## src/rtl/mult_sequencer.sv

```systemverilog
// mult_sequencer: control sequencer for an add/shift signed multiplier.
// The datapath holds accumulator A, sign-extension bit X, and multiplier
// register B. This block drives the register strobes for that datapath.
// One START cycle clears A/X. Then, for each of WIDTH multiplier bits, an
// ADD cycle conditionally loads A+S or A-S, and a SHIFT cycle shifts X:A:B
// right arithmetically. The A-S form is used only on the final (sign) bit.
// Optional build macro: MULT_SEQ_SKIP_EN. When it is defined, the ADD cycle
// is skipped whenever M is 0 in the cycle that would otherwise enter ADD.
// This shortens a run to 1 + WIDTH + (number of ADD cycles).
module mult_sequencer #(
  parameter int WIDTH = 8
) (
  input  logic Clk,
  input  logic reset,
  input  logic ClearA_LoadB,
  input  logic Execute,
  input  logic M,
  output logic ClearA,
  output logic LoadB,
  output logic LoadA,
  output logic Sub,
  output logic Shift_en,
  output logic Busy,
  output logic Done
);

  localparam int CNT_W = (WIDTH > 2) ? $clog2(WIDTH) : 1;
  localparam logic [CNT_W-1:0] LAST = CNT_W'(WIDTH - 1);

  typedef enum logic [2:0] {
    S_IDLE  = 3'd0,
    S_START = 3'd1,
    S_ADD   = 3'd2,
    S_SHIFT = 3'd3,
    S_HOLD  = 3'd4
  } state_t;

  state_t            r_state;
  state_t            w_next;
  logic [CNT_W-1:0]  r_cnt;
  logic [CNT_W-1:0]  w_cnt_next;
  logic              w_last;
  logic              w_req_clr;

  assign w_last    = (r_cnt == LAST);
  // Execute wins over a load request arriving in the same IDLE cycle.
  assign w_req_clr = ClearA_LoadB & ~Execute;

  // State and iteration counter registers; reset aborts any run in progress.
  always_ff @(posedge Clk) begin
    if (reset) begin
      r_state <= S_IDLE;
      r_cnt   <= '0;
    end else begin
      r_state <= w_next;
      r_cnt   <= w_cnt_next;
    end
  end

  // Next-state and Moore output decode (LoadA/Sub also see M; IDLE strobes see inputs).
  always_comb begin
    w_next     = r_state;
    w_cnt_next = r_cnt;
    ClearA     = 1'b0;
    LoadB      = 1'b0;
    LoadA      = 1'b0;
    Sub        = 1'b0;
    Shift_en   = 1'b0;
    Busy       = 1'b0;
    Done       = 1'b0;
    case (r_state)
      S_IDLE: begin
        ClearA = w_req_clr;
        LoadB  = w_req_clr;
        if (Execute) begin
          w_next = S_START;
        end
      end
      S_START: begin
        ClearA     = 1'b1;
        Busy       = 1'b1;
        w_cnt_next = '0;
`ifdef MULT_SEQ_SKIP_EN
        w_next     = M ? S_ADD : S_SHIFT;
`else
        w_next     = S_ADD;
`endif
      end
      S_ADD: begin
        // The last multiplier bit carries negative weight, so it subtracts.
        LoadA  = M;
        Sub    = M & w_last;
        Busy   = 1'b1;
        w_next = S_SHIFT;
      end
      S_SHIFT: begin
        Shift_en = 1'b1;
        Busy     = 1'b1;
        if (w_last) begin
          w_next = S_HOLD;
        end else begin
          w_cnt_next = r_cnt + 1'b1;
`ifdef MULT_SEQ_SKIP_EN
          w_next     = M ? S_ADD : S_SHIFT;
`else
          w_next     = S_ADD;
`endif
        end
      end
      S_HOLD: begin
        // Wait for Execute to fall so that one level equals one multiply.
        Done = 1'b1;
        if (!Execute) begin
          w_next = S_IDLE;
        end
      end
      default: begin
        w_next     = S_IDLE;
        w_cnt_next = '0;
      end
    endcase
  end

endmodule
```

## config.mk

```make
export PLATFORM = sky130hd
export DESIGN_NAME = mult_sequencer
export DESIGN_NICKNAME = d
export VERILOG_FILES = /design/src/rtl/mult_sequencer.sv
export SDC_FILE = /design/constraint.sdc
export NUM_CORES = 1
export LEC_CHECK = 0
export ABC_AREA = 1
export BUFFER_PORTS_ARGS = -buffer_cell sky130_fd_sc_hd__buf_2
export CORE_AREA = 4 4 41 43
export CTS_BUF_LIST = sky130_fd_sc_hd__clkbuf_4 sky130_fd_sc_hd__clkbuf_8 sky130_fd_sc_hd__clkbuf_16
export CTS_CLUSTER_SIZE = 30
export DETAILED_ROUTE_END_ITERATION = 16
export DIE_AREA = 0 0 45 47
export GPL_TIMING_DRIVEN = 0
export HOLD_SLACK_MARGIN = 0.03
export SLEW_MARGIN = 20
export SYNTH_ARGS = -nofsm -noshare
export SYNTH_HDL_FRONTEND = slang
export SYNTH_SLANG_ARGS = --single-unit
export TNS_END_PERCENT = 100
```

## constraint.sdc

```tcl
create_clock -name Clk -period 1.45 [get_ports Clk]
set_input_delay 0 -clock Clk [delete_from_list [all_inputs] [get_ports Clk]]
set_output_delay 0 -clock Clk [all_outputs]
set_load 0.03 [all_outputs]
```

# [Yosys cells after proc, flatten, opt, wreduce, memory -nomap -nowiden]
# Index checks and enable logic that the tools add are counted.
[classes] eq_ne=8 n_reduce_logical=5 muxes=13 bitwise_logic=4 addsub=1
[ops] cell="$pmux W3 S5" n=1
[ops] cell="$mux W3" n=4
[ops] cell="$eq A3 B2 Y1 const B" n=2
[ops] cell="$eq A3 B3 Y1 const B" n=2
[ops] cell="$mux W1" n=6
[ops] cell="$ne A2 B2 Y1 const B" n=3
[ops] cell="$pmux W3 S2" n=1
[ops] cell="$reduce_or A3 Y1" n=2
[ops] cell="$reduce_and A2 Y1" n=2
[ops] cell="$add A3 B1 Y3 const B" n=1
[ops] cell="$eq A3 B1 Y1 const B" n=1
[ops] cell="$logic_not A3 Y1" n=1
[ops] cell="$and A1 B1 Y1" n=2
[ops] cell="$not A1 Y1" n=2
[ops] cell="$pmux W1 S2" n=1
[totals] regBits=6 inputBits=5 wordCells=33

# [Longest topological paths before layout]
# Gate-level depths: netlist (run 1).
[depth] word_depth=4 mapped_depth=7 mapped_depth_nobuf=6

# [Least setup slack after synthesis (run 1)]
# OpenSTA, ideal clock, no wires.
[synth_path] kind="flip-flop to output port" startpoint="reg r_cnt[0]" endpoint="out Sub" arrival_ns=1.436 required_time_ns=1.450 n_path_buf=0 slack_ns=0.014 stages_incl_launch_ff=5 path_cell_list="dfxtp_1 -> ha_1 -> ha_1 -> inv_1 -> nor3_1"
[synth_via] elab_chain_cells=3
[synth_lines] element="from (decl)" line="40" source="logic [CNT_W-1:0] r_cnt;"
[synth_lines] element="from (signal assigned)" line="56" source="r_cnt <= w_cnt_next;"
[synth_lines] element="$eq A3 B3 Y1" line="45" source="assign w_last = (r_cnt == LAST);"
[synth_lines] element="$and A1 B1 Y1" line="92" source="Sub = M & w_last;"
[synth_lines] element="$mux W1" line="71" source="case (r_state)"
[synth_lines] element="to (decl)" line="21" source="output logic Sub,"
# Every way passes these cells.

# [Worst setup path after layout (run 1)]
# Ends and elaborated chain as after synthesis.

==> out/metrics.csv, run 1 <==
stage,metric,value,unit
synth,Yosys reg bits,6,
floorplanning,Die Area,2115,um^2
synth,Synth top area share,28.74,%
run,maxcap violations,0,
route,DRT Pass-1 Iters,3,
grt,vias in the first global route,354,
grt,grt ovf,0,
clock_network,TritonCTS clock tree,done,
clock_network,clk sinks,6,
synth,library cells used by synthesis,19,
critical_path,critical path endpoint category,output pin,
sta,Hold Fails Final Rpt,0,
sta,Max Freq,747.0,MHz
critical_path,RR Startpoint,r_cnt[0]$_SDFFE_PP0P_,
sta,clock skew,0.005310,ns
sta,PnR worst setup slack,0.1113,ns
placement,pre-CTS setup slack,0.2173,ns
grt,All-Layer GR Usage,9.874,%
critical_path,R2R Setup Slk,0.19,ns
floorplanning,Core Region,1301,um^2
route,DRT iter0 DRCs,2,
synth,adder-cell share of the synthesized area,5.988,%
placement,post-DP HPWL,647.7,um
worst_hold_path,worst min-delay path category,in -> out,
route,Vias/cell,4.453,
final_layout,"leading cell type in the layout, fill and taps excluded",buf_2,
grt,global-route wire length before repair,1.449,mm
sta,Final TNS setup,0,ns
final_layout,Inserted Diodes,0,
power_and_ir_drop,power density over the cells,851.3,nW/um^2
critical_path,Startpoint Class,register,
synth,Compound-Gate Fraction of Synth Area,7.784,%
synth,mux cell area share after synthesis,0,%
critical_path,critical path type,reg -> out,
critical_path,crit path cell chain,ha_1 > ha_2 > inv_1 > nor3_1 > buf_4,
final_layout,most frequent cells in the layout,"10 x buf_2, 7 x inv_1, 7 x nor2_1, 7 x nand2_1, 5 x dfxtp_1",
floorplanning,I/O pin count,12,
synth,sequential fraction of the synthesis area,28.74,%
final_layout,multi-input logic area,244.0,um^2
synth,"top cells by area, synth","dfxtp_1 29%, inv_1 6.3%, nand2_1 6.3%, nor2_1 6.3%, ha_1 6.0%",
sta,unrepaired setup endpoints after global routing,false,
clock_network,H-tree Lvls,1,
outcome,status,"finished, final reports clean",
sta,Worst slew margin,83.84,%
clock_network,worst skew pair latency,0.24,ns
route,WL final,830,um
critical_path,reg-to-reg endpoint,r_cnt[0]$_SDFFE_PP0P_,
floorplanning,die height,47,um
power_and_ir_drop,Worst VDD drop,0.4773,mV
clock_network,worst-case clock buffer depth,2,
power_and_ir_drop,Leak,0.0002625,uW
synth,largest area contributor in the netlist,dfxtp_1,
floorplanning,Starting Density,32.12,%
floorplanning,chip width,45,um
worst_hold_path,Hold EP,Sub,
critical_path,CP max-delay cell,dfxtp_2,
final_layout,Nets,80,
floorplanning,standard-cell rows,13,
critical_path,Crit Path Max Fanout,3,
placement,# port buffers,11,
final_layout,synth-to-layout area growth,31.14,%
final_layout,share of cells above drive strength 1,40.85,%
sta,worst-margin pin slew,0.2421,ns
critical_path,critical path's largest stage delay,0.34,ns
clock_network,CTS Buf Count,3,
synth,syn nets,61,
synth,YS warnings,0,
route,Final ANT Viol Nets,0,
grt,initial antenna violation count,0,
synth,Synth Area per Inst,7.739,um^2
route,via count,383,
worst_hold_path,worst hold stages,4,
final_layout,Filler cells,137,
sta,final setup fails,0,
synth,Synth Area in Simple Gates,44.01,%
route,wire per inst,9.651,um
grt,largest net degree at the start of global routing,9,
final_layout,register area,121.4,um^2
synth,Synth Instances,54,
sta,final critical-path share of the clock period,92.33,%
synth,XOR/XNOR share of the synthesized area,0,%
synth,mapped cell area,417.9,um^2
sta,fin crit period,1.339,ns
sta,"Slew Viols, Final",0,
critical_path,R2R cell count,6,
synth,largest family of logic cells by synthesized area,simple AND/OR/NAND/NOR gates,
route,DRC viols,0,
critical_path,CP Data Arrival Time,1.34,ns
worst_hold_path,min-delay src,M,
clock_network,root buf cell,clkbuf_4,
critical_path,WP data required,1.45,ns
clock_network,clock-pin slew on the worst setup and hold paths,0.04,ns
placement,Final Wtd Congestion,0.7458,
sequential cells by signal (all words and copies together), names as in the netlist:
register / cells
r_state: 3
r_cnt: 3
per-layer routing:
| metal | vias to the layer above | share of wire [%] | track usage, % |
|---|---|---|---|
| li1 | 214 | - | - |
| met5 | - | 0 | 0 |
| met4 | 0 | 0 | 8.772 |
| met3 | 0 | 6.1 | 2.299 |
| met2 | 8 | 43 | 14.97 |
| met1 | 161 | 50 | 11.59 |
worst max-delay path by stage:
stage | start | endpoint | slack (ns) | cells after the start
after CTS | r_cnt[0]$_SDFFE_PP0P_ | Sub | 0.02 | 5
after global placement | r_cnt[0]$_SDFFE_PP0P_ | r_cnt[2]$_SDFFE_PP0P_ | 0.25 | 5
after detailed placement | r_cnt[0]$_SDFFE_PP0P_ | r_cnt[0]$_SDFFE_PP0P_ | 0.22 | 5
after global routing | r_cnt[0]$_SDFFE_PP0P_ | Sub | 0.02 | 5
final | r_cnt[0]$_SDFFE_PP0P_ | Sub | 0.11 | 5
after floorplan | r_cnt[0]$_SDFFE_PP0P_ | Sub | 0.01 | 4
through the flow:
step           cell area (um^2)  utilization (%)  power (uW)  hold WS, ns  instances
2_1_floorplan             417.9                -       282.8      0.06244         54
3_3_place_gp              491.7            37.79       309.3       0.2140         80
3_5_place_dp              491.7            37.79       310.1       0.2125         80
4_1_cts                   539.3            41.44       475.9       0.3574         85
5_1_grt                   548.0            42.12       506.4       0.3661         86
6_report                  548.0            42.12       466.5       0.3565         86
cell type report:
class / count / share of cell area, %
multi-input cells: 37 / 44.52
flip-flops and latches: 6 / 22.15
repair buffers: 14 / 15.53
inverters: 9 / 6.164
clock buffers: 3 / 4.110
plain buffers: 2 / 4.110
well taps: 15 / 3.425
kinds of logic after synthesis:
logic type,count (synthesis)
simple gates,30
buf+inv,11
flops,6
compound gates,5
fa+ha+maj,2
timing repair:
item,in CTS,in global routing
pin swaps,0,0
buffers inserted,0,1
gates resized for setup,2,1
cloned,0,0
hold endpoints to repair,3,0
endpoints found under the setup margin,1,1
hold buffers,2,0
worst max-delay path: cells and delay by family (launching register included):
kind | cells | cell delay [ns]
buffers and inverters | 2 | 0.25
DFF | 1 | 0.34
and+or+nand+nor | 1 | 0.18
adders and majority gates | 2 | 0.33
synthesized netlist by cell type (all sizes together):
master	instances
ha	2
a21oi	4
dfxtp	6
buf	2
nor4	1
inv	9
nor2	12
nand4	3
nand2	8
o32ai	1
nand3	4
nor3	2
power breakdown:
part           internal, uW  total, uW  leakage (uW)  switching, uW
clock                  93.8        156     0.0000138           62.1
sequential              176        181     0.0000495           5.15
combinational          49.0        130      0.000199           80.7
Note: power is estimated with default switching activity, not from simulation.
==> run 2, diff against run 1 <==
==> constraint.sdc (replaced) <==
create_clock -name Clk -period 1.45 [get_ports Clk]
set_input_delay 0.0725 -clock Clk [delete_from_list [all_inputs] [get_ports Clk]]
set_output_delay 0.0725 -clock Clk [all_outputs]
set_load 0.03 [all_outputs]
==> run 2 against run 1 <==
  * Cell area grew 1.8%
  * First-iteration DRC count grew to 2.5 times the previous value
  * Non-clock buffer count shrank 2
  * Sequential cell count is the same
  * Wire length grew 11%
  * Register-to-register slack gained 0.12 ns
  * Combinational power is essentially flat
  * Worst setup slack lost 0.017 ns
  * Final cell count shrank 2.3%
  * Critical path depth is the same
  * Critical endpoint is now ClearA
==> out/metrics.csv, run 2 (synthesized netlist as in run 1, its figures left out) <==
stage,metric,value,unit,change
critical_path,CP Data Arrival Time,1.28,ns,-0.06 ns
final_layout,share of cells above drive strength 1,43.48,%,+2.6 points
route,via count,395,,+3.1%
final_layout,final std cells w/o fill,84,,-2.3%
grt,All-Layer GR Usage,10.30,%,+0.43 points
placement,post-DP HPWL,712.8,um,+10%
clock_network,clk sinks,6,,unchanged
route,Met2 Wirelength,433,um,+20%
final_layout,Nets,78,,-2.5%
sta,clock skew,0.002003,ns,-0.003307 ns
floorplanning,Core Region,1301,um^2,unchanged
clock_network,H-tree Lvls,1,,unchanged
sta,fin crit period,1.356,ns,+0.01695 ns
placement,area post-placement,496.7,um^2,+1.0%
clock_network,worst skew pair latency,0.25,ns,about the same
sta,final critical-path share of the clock period,93.50,%,+1.2 points
outcome,status,"finished, final reports clean",,
route,wire per inst,10.95,um,+13%
critical_path,critical path type,reg -> out,,
route,Final ANT Viol Nets,0,,unchanged
placement,# port buffers,11,,unchanged
sta,Worst slew margin,83.13,%,-0.71 points
clock_network,TritonCTS clock tree,done,,
route,DRC viols,0,,unchanged
power_and_ir_drop,Pint,318.3,uW,-0.11%
final_layout,"leading cell type in the layout, fill and taps excluded",buf_2,,
floorplanning,Starting Density,32.12,%,unchanged
floorplanning,chip width,45,um,unchanged
placement,Placed Cells incl. Taps,80,,unchanged
placement,pre-CTS setup slack,0.1894,ns,-0.02790 ns
floorplanning,standard-cell rows,13,,unchanged
route,metal3 WL,44,um,-14%
clock_network,clock-pin slew on the worst setup and hold paths,0.04,ns,about the same
floorplanning,Die Area,2115,um^2,unchanged
sta,"Slew Viols, Final",0,,unchanged
route,Vias/cell,4.702,,+5.6%
grt,initial antenna violation count,0,,unchanged
sta,worst-margin pin slew,0.2508,ns,+0.008678 ns
floorplanning,die height,47,um,unchanged
floorplanning,I/O pin count,12,,unchanged
final_layout,most frequent cells in the layout,"10 x buf_2, 7 x inv_1, 7 x nor2_1, 7 x nand2_1, 5 x dfxtp_1",,
sta,Hold Fails Final Rpt,0,,unchanged
grt,largest net degree at the start of global routing,9,,unchanged
final_layout,Inserted Diodes,0,,unchanged
power_and_ir_drop,power share of the combinational group,28.1,%,+0.3 points
power_and_ir_drop,switching share of power,32.47,%,+0.77 points
final_layout,synth-to-layout area growth,33.53,%,
power_and_ir_drop,Switching Power,153.0,uW,+3.5%
power_and_ir_drop,power density over the cells,844.6,nW/um^2,-0.79%
clock_network,root buf cell,clkbuf_4,,
power_and_ir_drop,Leak,0.0002506,uW,-4.5%
clock_network,CTS Buf Count,3,,unchanged
critical_path,Startpoint Class,register,,
clock_network,worst-case clock buffer depth,2,,unchanged
critical_path,critical path endpoint category,output pin,,
power_and_ir_drop,Final Power,471.3,uW,+1.0%
grt,global-route wire length before repair,1.524,mm,+5.2%
clock_network,Post-CTS Setup Inserts,0,,unchanged
power_and_ir_drop,Worst VDD drop,0.5028,mV,+5.4%
placement,Final Wtd Congestion,0.7386,,-0.97%
sta,final setup fails,0,,unchanged
sta,PnR worst setup slack,0.09431,ns,-0.01695 ns
route,DRT iter0 DRCs,5,,+3
final_layout,Final Cell Area,558.0,um^2,+1.8%
power_and_ir_drop,Sequential Power Share,39.0,%,+0.2 points
route,WL final,920,um,+11%
final_layout,top flop regs,"r_cnt (3), r_state (3)",,
route,DRT Pass-1 Iters,3,,unchanged
critical_path,WP data required,1.38,ns,-0.07 ns
route,DR top layer,met4,,
route,met1 wire length,417,um,-0.24%
sta,Final TNS setup,0,ns,unchanged
worst_hold_path,worst min-delay path category,in -> reg,,
power_and_ir_drop,clock share of power,32.9,%,-0.5 points
sta,unrepaired setup endpoints after global routing,false,,
sta,Max Freq,737.6,MHz,-1.2%
critical_path,Crit Path Max Fanout,8,,+5
grt,grt ovf,0,,unchanged
grt,vias in the first global route,366,,+3.4%
run,maxcap violations,0,,unchanged
## run 2: what timing repair did
item	4_1_cts	5_1_grt
setup endpoints to repair	1	1
pin swaps	0	1
hold buffers	1	0
gates cloned	0	0
hold endpoints to repair	1	0
gates resized for setup	3	3
## run 2: final cells by class
type                       instances  area (um^2)
fill                             140        743.2
clock buffer                       3        22.52
sequential                         6        121.4
multi-input combinational         37        271.5
buffer                             2        22.52
inverter                           9        33.78
tap                               15        18.77
timing repair buffer              12        67.56
## run 2: per-layer routing
| metal | track usage, % | vias up |
|---|---|---|
| li1 | - | 211 |
| met1 | 11.70 | 172 |
| met2 | 16.38 | 7 |
| met3 | 3.448 | 5 |
| met4 | 7.018 | 0 |
| met5 | 0 | - |
## run 2: metrics by stage
step	hold slack [ns]	util, %
detailed placement	0.2863	38.17
CTS	0.08726	41.15
finish	0.09124	42.88
global placement	0.2849	38.17
global route	0.1006	42.88
floorplan	0.1349	-
## run 2: worst paths after layout
path	start	endpoint	slack, ns	depth (start not counted)
worst min register to register	r_cnt[1]$_SDFFE_PP0P_	r_cnt[1]$_SDFFE_PP0P_	0.54	2
worst max register to register	r_cnt[1]$_SDFFE_PP0P_	r_cnt[2]$_SDFFE_PP0P_	0.31	5
worst max-delay path	r_state[1]$_SDFFE_PP0P_	ClearA	0.09	5
worst min-delay path	Execute	r_state[2]$_SDFFE_PP0P_	0.09	3
## run 2: critical path, cell delays in order, from the launching register on
cell and delay, ns:
dfxtp_1 0.30, buf_6 0.15, nor2_1 0.15, nand2_1 0.09
o32ai_1 0.10, buf_2 0.24
## run 2: power by group through the flow
stage | clock, uW | sequential [uW] | combinational, uW
final | 155 | 184 | 132
after global routing | 170 | 184 | 144
after CTS | 161 | 181 | 132
after detailed placement | 0 | 184 | 129
after global placement | 0 | 183 | 127
after floorplan | 0 | 183 | 101
==> run 3, diff against run 2 <==
--- a/config.mk
+++ b/config.mk
@@ -14,6 +14,7 @@
 export DIE_AREA = 0 0 45 47
 export GPL_TIMING_DRIVEN = 0
 export HOLD_SLACK_MARGIN = 0.03
+export REMOVE_ABC_BUFFERS = 1
 export SLEW_MARGIN = 20
 export SYNTH_ARGS = -nofsm -noshare
 export SYNTH_HDL_FRONTEND = slang
==> run 3 against run 2 <==
  * Critical path type unchanged
  * Worst setup slack gained 0.0078 ns
  * Sequential share of layout area grew 1.7 points
  * Maximum frequency grew 0.58%
  * Clock-buffer cell count is the same
  * Hold slack gained 0.013 ns
==> out/metrics.csv, run 3 (synthesized netlist as in run 1, its figures left out) <==
stage,metric,value,unit,change
outcome,status,"finished, final reports clean",,
final_layout,most frequent cells in the layout,"10 x buf_2, 7 x inv_1, 7 x nor2_1, 7 x nand2_1, 4 x nand3_1",,
final_layout,share of cells above drive strength 1,45.59,%,+2.1 points
route,DRT Pass-1 Iters,2,,-1
run,maxcap violations,0,,unchanged
clock_network,TritonCTS clock tree,done,,
sta,final setup fails,0,,unchanged
sta,fin crit period,1.348,ns,-0.007767 ns
placement,post-DP HPWL,618.9,um,-13%
final_layout,final std cells w/o fill,83,,-1.2%
critical_path,CP Data Arrival Time,1.28,ns,about the same
final_layout,Nets,77,,-1.3%
critical_path,critical path endpoint category,output pin,,
critical_path,Startpoint Class,register,,
sta,clock skew,0.006429,ns,+0.004426 ns
sta,final critical-path share of the clock period,92.96,%,-0.54 points
critical_path,WP data required,1.38,ns,about the same
floorplanning,Starting Density,32.12,%,unchanged
power_and_ir_drop,power share of the combinational group,22.6,%,-5.5 points
floorplanning,chip width,45,um,unchanged
final_layout,synth-to-layout area growth,28.74,%,
power_and_ir_drop,Worst VDD drop,0.6409,mV,+27%
sta,Worst slew margin,80.51,%,-2.6 points
floorplanning,Die Area,2115,um^2,unchanged
clock_network,CTS Buf Count,3,,unchanged
power_and_ir_drop,Leak,0.0002444,uW,-2.5%
grt,grt ovf,0,,unchanged
clock_network,root buf cell,clkbuf_4,,
sta,Hold Fails Final Rpt,0,,unchanged
clock_network,clk sinks,6,,unchanged
placement,Final Wtd Congestion,0.7457,,+0.96%
power_and_ir_drop,power density over the cells,835.8,nW/um^2,-1.0%
route,Vias/cell,4.530,,-3.7%
final_layout,top flop regs,"r_cnt (3), r_state (3)",,
clock_network,clock-pin slew on the worst setup and hold paths,0.04,ns,about the same
critical_path,critical path type,reg -> out,,
floorplanning,standard-cell rows,13,,unchanged
sta,worst-margin pin slew,0.2923,ns,+0.04153 ns
placement,Placed Cells incl. Taps,78,,-2.5%
final_layout,Filler cells,146,,+4.3%
route,via count,376,,-4.8%
sta,Max Freq,741.9,MHz,+0.58%
floorplanning,die height,47,um,unchanged
sta,worst hold slack,0.1045,ns,+0.01329 ns
grt,vias in the first global route,335,,-8.5%
clock_network,H-tree Lvls,1,,unchanged
final_layout,"leading cell type in the layout, fill and taps excluded",buf_2,,
route,WL final,838,um,-8.9%
placement,# port buffers,11,,unchanged
clock_network,worst-case clock buffer depth,2,,unchanged
clock_network,worst skew pair latency,0.24,ns,about the same
sta,"Slew Viols, Final",0,,unchanged
power_and_ir_drop,Switching Power,141.1,uW,-7.8%
route,DRC viols,0,,unchanged
power_and_ir_drop,clock share of power,32.7,%,-0.2 points
final_layout,post-layout util,41.35,%,-1.5 points
grt,All-Layer GR Usage,9.256,%,-1.0 points
grt,largest net degree at the start of global routing,9,,unchanged
grt,global-route wire length before repair,1.393,mm,-8.6%
route,DRT iter0 DRCs,1,,-4
floorplanning,Core Region,1301,um^2,unchanged
route,Final ANT Viol Nets,0,,unchanged
floorplanning,I/O pin count,12,,unchanged
power_and_ir_drop,switching share of power,31.37,%,-1.1 points
route,wire per inst,10.10,um,-7.8%
grt,initial antenna violation count,0,,unchanged
power_and_ir_drop,Pint,308.6,uW,-3.0%
final_layout,Inserted Diodes,0,,unchanged
critical_path,Crit Path Max Fanout,3,,-5
power_and_ir_drop,Sequential Power Share,44.7,%,+5.7 points
worst_hold_path,worst min-delay path category,in -> reg,,
-- run 3: cell count changes in the layout (fill, tap and decap cells not counted) --
| cell | delta |
|---|---|
| buf_6 | -2 |
| dfxtp_1 | -2 |
| buf_4 | +1 |
| dfxtp_2 | +1 |
| dfxtp_4 | +1 |
| ha_2 | +1 |
| ha_4 | -1 |
-- run 3: cell type report --
class / count / area [um^2] / area share [%]
clock buffers: 3 / 22.52 / 4.186
repair buffers: 13 / 75.07 / 13.95
multi-input cells: 37 / 261.5 / 48.60
inverters: 9 / 33.78 / 6.279
well taps: 15 / 18.77 / 3.488
flip-flops and latches: 6 / 126.4 / 23.49
-- run 3: power by group through the flow --
stage	registers, uW	clock network (uW)	logic [uW]
finish	201	147	102
global route	203	165	114
CTS	200	155	100
detailed placement	201	0	97.9
global placement	202	0	96.9
floorplan	198	0	74.5
-- run 3: worst paths after layout --
path	cells after the start	startpoint	slack, ns	endpoint
hold reg to reg	2	r_cnt[1]$_SDFFE_PP0P_	0.50	r_cnt[1]$_SDFFE_PP0P_
setup / recovery	5	r_cnt[0]$_SDFFE_PP0P_	0.10	Sub
hold / removal	3	Execute	0.10	r_state[2]$_SDFFE_PP0P_
setup reg to reg	6	r_cnt[0]$_SDFFE_PP0P_	0.20	r_cnt[0]$_SDFFE_PP0P_
-- run 3: routing by layer --
layer | share of wire (%) | routed length (um) | up-vias | track usage, %
met5 | 0 | 0 | - | 0
met4 | 2.4 | 20 | 0 | 5.263
met3 | 4.2 | 35 | 2 | 2.299
met2 | 47 | 394 | 7 | 12.71
met1 | 46 | 388 | 160 | 13.01
li1 | - | - | 207 | -
-- run 3: worst max-delay path, cell delays in order, from the launching register on --
cell and delay, ns:
dfxtp_2 0.34, ha_2 0.20, ha_4 0.13, inv_1 0.06, nor3_2 0.14, buf_4 0.18
-- run 3: repair_timing --
action                                 in CTS  in global routing
setup endpoints to repair                   2                  2
setup buffers                               1                  0
hold buffers                                1                  0
pin swaps                                   0                  1
gates resized for setup                     4                  5
endpoints found under the hold margin       1                  0
-- run 3: per-stage QoR --
stage                     total power, uW  TNS (ns)  setup slack [ns]  cell area [um^2]
after floorplan                     272.6   -0.1860           -0.1272             395.4
after global placement              298.6         0            0.1605             469.2
after detailed placement            299.3         0            0.1660             469.2
after CTS                           454.8         0           0.01002             516.7
after global routing                482.9  -0.01088          -0.01088             538.0
final                               449.7         0            0.1021             538.0
